## config.mk

```make
export PLATFORM = sky130hd
export DESIGN_NAME = led_flow_sequencer_flat
export DESIGN_NICKNAME = d
export VERILOG_FILES = /design/src/rtl/led_flow_if.sv /design/src/rtl/led_flow_sequencer.sv /design/src/flat_wrapper.sv
export SDC_FILE = /design/constraint.sdc
export NUM_CORES = 1
export LEC_CHECK = 0
export BUFFER_PORTS_ARGS = -buffer_cell sky130_fd_sc_hd__clkbuf_2
export CAP_MARGIN = 15
export CORE_MARGIN = 5
export CORE_UTILIZATION = 45
export CTS_CLUSTER_SIZE = 28
export DETAILED_ROUTE_END_ITERATION = 8
export PLACE_DENSITY = 0.67
export SYNTH_ARGS = -nofsm -noshare
export SYNTH_HDL_FRONTEND = slang
export SYNTH_SLANG_ARGS = --single-unit
```

## constraint.sdc

```tcl
create_clock -name clk -period 5.8 [get_ports clk]
set_clock_uncertainty 0.15 [all_clocks]
set_input_delay 0 -clock clk [delete_from_list [all_inputs] [get_ports clk]]
set_output_delay 0 -clock clk [all_outputs]
set_load 0.05 [all_outputs]
```

## src/rtl/led_flow_if.sv

```systemverilog
// Control and display signals between the LED flow sequencer and its host.
// The host drives the level controls and step_req; the sequencer drives the registered LED outputs.
interface led_flow_if;
  logic       enable;
  logic       dir;
  logic       bounce_en;
  logic       step_req;
  logic [7:0] led_select;
  logic       step_pulse;
  logic       wrap_pulse;

  modport master (
    output enable, dir, bounce_en, step_req,
    input  led_select, step_pulse, wrap_pulse
  );

  modport slave (
    input  enable, dir, bounce_en, step_req,
    output led_select, step_pulse, wrap_pulse
  );
endinterface

```

## src/rtl/led_flow_sequencer.sv

```systemverilog
// Moves a one-hot LED head around 8 positions, stepping once per divider period while running,
// or once per step_req while idle. Supports wrap-around or ping-pong at the ends.
module led_flow_sequencer #(
  parameter logic [23:0] DIV_MAX = 24'd5_999_999
) (
  input  logic        clk,
  input  logic        rst_n,
  led_flow_if.slave   bus,
  output logic [1:0]  o_dbg_state
);

  typedef enum logic [1:0] {
    S_IDLE = 2'd0,
    S_FWD  = 2'd1,
    S_REV  = 2'd2
  } state_t;

  state_t      r_state;
  state_t      w_state_nxt;
  logic [2:0]  r_pos;
  logic [2:0]  w_pos_nxt;
  logic [23:0] r_cnt;
  logic [23:0] w_cnt_nxt;
  logic [7:0]  r_led;
  logic        r_step_pulse;
  logic        r_wrap_pulse;
  logic        w_tick;
  logic        w_step_en;
  logic        w_step_fwd;
  logic        w_wrap;

  assign w_tick = (r_cnt == DIV_MAX);

  always_comb begin
    w_state_nxt = r_state;
    w_cnt_nxt   = r_cnt;
    w_step_en   = 1'b0;
    w_step_fwd  = 1'b1;
    w_pos_nxt   = r_pos;
    w_wrap      = 1'b0;

    case (r_state)
      S_IDLE: begin
        w_cnt_nxt = 24'd0;
        if (bus.enable) begin
          w_state_nxt = bus.dir ? S_REV : S_FWD;
        end else if (bus.step_req) begin
          w_step_en  = 1'b1;
          w_step_fwd = !bus.dir;
        end
      end
      S_FWD, S_REV: begin
        // Dropping enable wins over a coincident tick: no step on the way to IDLE.
        if (!bus.enable) begin
          w_state_nxt = S_IDLE;
          w_cnt_nxt   = 24'd0;
        end else if (w_tick) begin
          w_cnt_nxt  = 24'd0;
          w_step_en  = 1'b1;
          w_step_fwd = bus.bounce_en ? (r_state == S_FWD) : !bus.dir;
        end else begin
          w_cnt_nxt = r_cnt + 24'd1;
        end
      end
      default: begin
        w_state_nxt = S_IDLE;
        w_cnt_nxt   = 24'd0;
      end
    endcase

    if (w_step_en) begin
      if (w_step_fwd) begin
        if (r_pos == 3'd7) begin
          w_wrap    = 1'b1;
          w_pos_nxt = bus.bounce_en ? 3'd6 : 3'd0;
        end else begin
          w_pos_nxt = r_pos + 3'd1;
        end
      end else begin
        if (r_pos == 3'd0) begin
          w_wrap    = 1'b1;
          w_pos_nxt = bus.bounce_en ? 3'd1 : 3'd7;
        end else begin
          w_pos_nxt = r_pos - 3'd1;
        end
      end
    end

    // A manual step in IDLE never changes state, so bounce reversal is only remembered while running.
    if (w_step_en && (r_state != S_IDLE)) begin
      if (bus.bounce_en) begin
        if (w_wrap) begin
          w_state_nxt = w_step_fwd ? S_REV : S_FWD;
        end
      end else begin
        w_state_nxt = w_step_fwd ? S_FWD : S_REV;
      end
    end
  end

  always_ff @(posedge clk or negedge rst_n) begin
    if (!rst_n) begin
      r_state      <= S_IDLE;
      r_pos        <= 3'd0;
      r_cnt        <= 24'd0;
      r_led        <= 8'h01;
      r_step_pulse <= 1'b0;
      r_wrap_pulse <= 1'b0;
    end else begin
      r_state      <= w_state_nxt;
      r_pos        <= w_pos_nxt;
      r_cnt        <= w_cnt_nxt;
      r_led        <= 8'h01 << w_pos_nxt;
      r_step_pulse <= w_step_en;
      r_wrap_pulse <= w_wrap;
    end
  end

  assign bus.led_select = r_led;
  assign bus.step_pulse = r_step_pulse;
  assign bus.wrap_pulse = r_wrap_pulse;
  assign o_dbg_state    = r_state;

endmodule

```

## src/flat_wrapper.sv

```systemverilog
// flat-port wrapper written by rule: the top's interface ports become plain ports
module led_flow_sequencer_flat 
#(
  parameter logic [23:0] DIV_MAX = 24'd5_999_999
)
  (clk, rst_n, o_dbg_state, bus_enable, bus_dir, bus_bounce_en, bus_step_req, bus_led_select, bus_step_pulse, bus_wrap_pulse);
  led_flow_if bus_i ();
  input  logic clk;
  input  logic rst_n;
  output logic [1:0] o_dbg_state;
  input wire logic [$bits(bus_i.enable)-1:0] bus_enable;
  input wire logic [$bits(bus_i.dir)-1:0] bus_dir;
  input wire logic [$bits(bus_i.bounce_en)-1:0] bus_bounce_en;
  input wire logic [$bits(bus_i.step_req)-1:0] bus_step_req;
  output wire logic [$bits(bus_i.led_select)-1:0] bus_led_select;
  output wire logic [$bits(bus_i.step_pulse)-1:0] bus_step_pulse;
  output wire logic [$bits(bus_i.wrap_pulse)-1:0] bus_wrap_pulse;
  assign bus_i.enable = bus_enable;
  assign bus_i.dir = bus_dir;
  assign bus_i.bounce_en = bus_bounce_en;
  assign bus_i.step_req = bus_step_req;
  assign bus_led_select = bus_i.led_select;
  assign bus_step_pulse = bus_i.step_pulse;
  assign bus_wrap_pulse = bus_i.wrap_pulse;
  led_flow_sequencer #(.DIV_MAX(DIV_MAX)) u_core (.clk(clk), .rst_n(rst_n), .bus(bus_i), .o_dbg_state(o_dbg_state));
endmodule
```

Word-level counts from Yosys, hierarchy flattened
Index checks and enable logic that the tools add are counted.

storage, ports and cells
  register bits = 39
  input port bits = 6
  output and inout port bits = 12
  word-level logic and storage cells = 53

cells by class
  add/subtract/negate cells = 3
  equality and inequality tests = 4
  shift operators = 1
  muxes and demuxes = 33
  reductions and logical operators = 6

operators with widths
  kind                   number
  $mux 24                3
  $add 24x1->24 const B  1
  $eq 24x23->1 const B   1
  $mux 3                 6
  $mux 2                 8
  $mux 1                 13
  $shl 1x3->8 const A    1
  $pmux 1 s2             2
  $pmux 2 s2             1
  $add 3x1->3 const B    1
  $eq 3x3->1 const B     1
  $logic_not 3->1        1
  $sub 3x1->3 const B    1
  $eq 2x1->1 const B     1
  $eq 2x2->1 const B     1
  $logic_not 2->1        1
  $reduce_bool 2->1      1
  $reduce_or 2->1        1
  $logic_and 1x1->1      1
  $logic_not 1->1        1

Longest topological paths before layout
  depth after elaboration = 10
  gate-level depth with buffers = 9
  depth with buffers taken out = 9

Worst setup path after synthesis
No wires, ideal clock.

  path type = reg-to-reg
  start point = reg u_core.r_state[0], in the netlist u_core.o_dbg_state[0]
  end point = reg u_core.r_led[3], in the netlist u_core.bus.led_select[3]
  setup time = 120 ps
  arrival time = 2,369 ps
  required time = 5,530 ps
  setup slack = 3,162 ps
  cell stages (with the launch flop) = 9
  buffers on the path = 1
  clock period less this slack = 2,638 ps
  cells stage by stage = dfrtp_1 > ha_1 > clkbuf_1 > a211o_1 > o41ai_4 > a2111o_1 > o221ai_1 > inv_2 > and3_1

between the ends
  cells in the longest elaborated chain, start to end = 8
  elaborated cells between the ends (all ways) = 12
  classes of those cells = eq/ne: 2; shift: 1; mux: 7; reduce/logical: 2

RTL lines
  element                        RTL line                                            source
  start: declaration             led_flow_sequencer.sv:18                            state_t r_state;
  start signal: assignment       led_flow_sequencer.sv:110                           r_state <= w_state_nxt;
  $eq 2x1->1                     led_flow_sequencer.sv:42, led_flow_sequencer.sv:60
  $mux 1                         led_flow_sequencer.sv:60                            w_step_fwd = bus.bounce_en ? (r_state == S_FWD) : !bus.dir;
  $mux 1                         led_flow_sequencer.sv:57                            end else if (w_tick) begin
  $mux 1                         led_flow_sequencer.sv:54                            if (!bus.enable) begin
  $pmux 1 s2                     led_flow_sequencer.sv:42                            case (r_state)
  $mux 3                         led_flow_sequencer.sv:72                            if (w_step_fwd) begin
  $mux 3 *                       led_flow_sequencer.sv:71                            if (w_step_en) begin
  named net u_core.w_pos_nxt[0]  led_flow_sequencer.sv:21                            logic [2:0] w_pos_nxt;
  $shl 1x3->8 *                  led_flow_sequencer.sv:113                           r_led <= 8'h01 << w_pos_nxt;
  end signal: assignment         led_flow_sequencer.sv:113
  end: declaration               led_flow_sequencer.sv:24                            logic [7:0] r_led;

The timed path passes the listed nets; every way through them passes the cells marked *.

Worst setup path in the final report
  start point = reg u_core.r_cnt[0]
  end point = reg u_core.r_led[6], in the netlist u_core.bus.led_select[6]

between the ends
  cells in the longest elaborated chain, start to end = 7
  elaborated cells between the ends (all ways) = 10
  classes of those cells = eq/ne: 1; shift: 1; mux: 8

RTL lines
  element                   RTL line                   source
  start: declaration        led_flow_sequencer.sv:22   logic [23:0] r_cnt;
  start signal: assignment  led_flow_sequencer.sv:112  r_cnt <= w_cnt_nxt;
  $eq 24x23->1 *            led_flow_sequencer.sv:32   assign w_tick = (r_cnt == DIV_MAX);
  $mux 1                    led_flow_sequencer.sv:57
  $mux 1                    led_flow_sequencer.sv:54
  $pmux 1 s2                led_flow_sequencer.sv:42
  $mux 3                    led_flow_sequencer.sv:72
  $mux 3 *                  led_flow_sequencer.sv:71
  $shl 1x3->8 *             led_flow_sequencer.sv:113

Every way passes the cells marked *; elsewhere a longest branch is shown, timed or not.

==> flow_summary.toml <==
[floorplan]
die_h_um = 78.55
coreArea_um2 = 4629
start_util_pct = 45.68
fp.dieW_um = 78.55
io_pins = 18
rows = 25
design.die.area_um2 = 6170

[synthesis]
syn-num-nets = 221
yosys.cell_types.count = 45
netlist_area_um2 = 2115
ys_async_sr_fraction_pct = 100.0
yosysMostFrequentCell = "dfrtp_1"
postSynthCellCount = 207
yosysSeqAreaShare_pct = 46.21
synth_area_leaders = "dfrtp_1 45%, nor2_1 6.0%, xor2_1 5.8%"
yosys_most_used_dff = "dfrtp_1"
ys_warn_count = 0
synthTopCellsByCount = "38 x dfrtp_1, 34 x nor2_1, 14 x xor2_1"
synth_top_area_share_pct = 44.97
synth_edf_count = 0
syn_avg_cell_area_um2 = 10.22
yosysTopAreaCell = "dfrtp_1"
ys_seq_elements = 39

[worst_setup_path]
max_stage_delay_ns = 0.56
arrival_ns = 2.61
start_kind = "register"
crit_chain = "ha_1 > and2_1 > nand4_4 > o41ai_4 > a2111o_1 > o221ai_1 > and3_1"
worstPathRequired_ns = 5.81
crit_path_end_kind = "register"
path_buf_inv = 0
rr_startpoint = "u_core.r_cnt[0]$_DFF_PN0_"
path_delay_family = "compound AO/OA/AOI/OAI gates"
crit_path_start = "u_core.r_cnt[0]$_DFF_PN0_"
slowest_stage = "o41ai_4"
crit_fanout = 9
worst-setup-path-type = "register to register"

[placed_design]
io_buffers = 17
dp_hpwl_um = 2843
dp.cells = 274
gp_congestion = 0.7767
pre_cts_slack_ns = 3.215
place_area_um2 = 2248

[timing]
grt_setup_unrepaired = "false"
hold_viol = 0
post-route-min-period_ns = 2.601
setup_viol = 0
fin_crit_sh_pct = 44.84
setup_tns_ns = 0
fmax_ghz = 0.3845
slew_viol_final = 0
tightest_slew_ns = 0.9369
maxSlewHeadroom_pct = 37.54
layout_setup_ws_ns = 3.199
whs_ns = 0.08918

[global_routing]
antenna_found_initial = 0
grt_pass1_wl_um = 6782
grt_pass1_vias = 1491
grt-ovfl-total = 0
grt_max_degree = 40
grt.total_usage_pct = 13.78

[route]
drt-total-wl_um = 3814
avgViaCountPerCell = 5.285
dr_total_vias = 1501
postRouteAntennaNets = 0
first_iter_violations = 33
dr.pass1.iters = 4
wl_per_cell_um = 13.43
drcViolationCount = 0

[clocking]
htreeDepth = 2
clk_latency_ns = 0.28
cts_tree = "yes"
cts_made_buffers = 5
cts_sinks = 39
cts_resized = 0
cts.clk_slew.worst_paths_ns = 0.07
root_buffer = "clkbuf_8"
clockBufferDepth = 2

[pwr]
power.density_nw_per_um2 = 427.2
total_power_mw = 1.008
total_leakage_power_nw = 1.082
vdd_drop_max_mv = 0.3297

[hold_path]
holdCritStartpoint = "bus_step_req"
holdCritPathClass = "input port to register"

[finish]
syn2layout_area_growth_pct = 11.60
layout-drive-gt1-share_pct = 18.70
layout.nets = 243
final_cells = 284
post-route-util_pct = 50.97
finish.instance_area_um2 = 2360
fillerInstances = 426
antennaDiodeCount = 0

[status]
status = "completed"

[run]
maxCapViolCount = 0
[flip-flops by register name, summed over array words and instances (netlist names)]
register and cells:
u_core.bus.step_pulse 1, u_core.r_pos 3, u_core.bus.led_select 8, u_core.bus.wrap_pulse 1, u_core.o_dbg_state 2, u_core.r_cnt 24
[cell families (layout without fill, tap and decap cells)]
| logic type | after synthesis | count (layout) | synth area share [%] |
|---|---|---|---|
| xor gates and xnor gates | 22 | 22 | 9.113 |
| adders and majority gates | 8 | 8 | 4.734 |
| DFF | 39 | 39 | 46.21 |
| AOI/OAI and AO/OA | 18 | 18 | 7.042 |
| buffers and inverters | 17 | 40 | 3.373 |
| and+or+nand+nor | 94 | 94 | 24.02 |
| muxes | 9 | 9 | 5.503 |
[layout by cell type (no fill, tap or decap), drive strengths merged, types with 2 or more instances in the layout]
master	Yosys	layout
a21oi	3	3
a22oi	2	2
and2	2	2
and3	12	12
and4	2	2
clkbuf	4	24
dfrtp	38	38
dlygate4sd3	0	2
ha	8	8
inv	12	12
mux2i	8	8
nand2	12	12
nand3	11	11
nand3b	2	2
nand4	5	5
nor2	35	35
nor3	7	7
nor4	2	2
o21ai	4	4
xnor2	8	8
xor2	14	14
[per-layer routing]
layer  global-route usage (%)  vias to the layer above  wire, µm
met5                        0                        -         0
met4                    4.196                        0        57
met3                    3.670                        7       126
met2                    23.09                       19      1887
met1                    17.32                      720      1742
li1                         -                      755         -
[tightest hold or removal path: stages]
cell,delay [ns]
clkbuf_2,0.10
nand3b_1,0.08
o31a_2,0.21
nor3_1,0.08
[repair_timing]
action	4_1_cts	5_1_grt
hold buffers	2	0
hold endpoints to repair	40	0
setup buffers	0	0
[worst paths after layout]
kind,endpoint,slack [ns],depth (start not counted)
min,u_core.bus.wrap_pulse$_DFF_PN0_,0.09,4
min reg2reg,u_core.r_cnt[0]$_DFF_PN0_,0.36,1
max reg2reg,u_core.bus.led_select[6]$_DFF_PN0_,3.20,7
min in group asynchronous,u_core.r_cnt[23]$_DFF_PN0_,0.24,2
max in group asynchronous,u_core.r_pos[2]$_DFF_PN0_,4.68,2
max,u_core.bus.led_select[6]$_DFF_PN0_,3.20,7
[cell type report]
type,instances,area [µm²],area share [%]
multi-input cells,151,1066,45.17
flip-flops and latches,39,977.2,41.41
repair buffers,20,112.6,4.772
clock buffers,7,86.33,3.659
well taps,54,67.56,2.863
inverters,12,45.04,1.909
clock inverters,1,5.005,0.2121
[power by group]
group	leakage [nW]	internal [mW]	switching (mW)
clock	0.0482	0.0958	0.0848
combinational	0.506	0.163	0.317
sequential	0.527	0.316	0.0317
total	1.08	0.575	0.433
(Power assumes the default switching activity.)
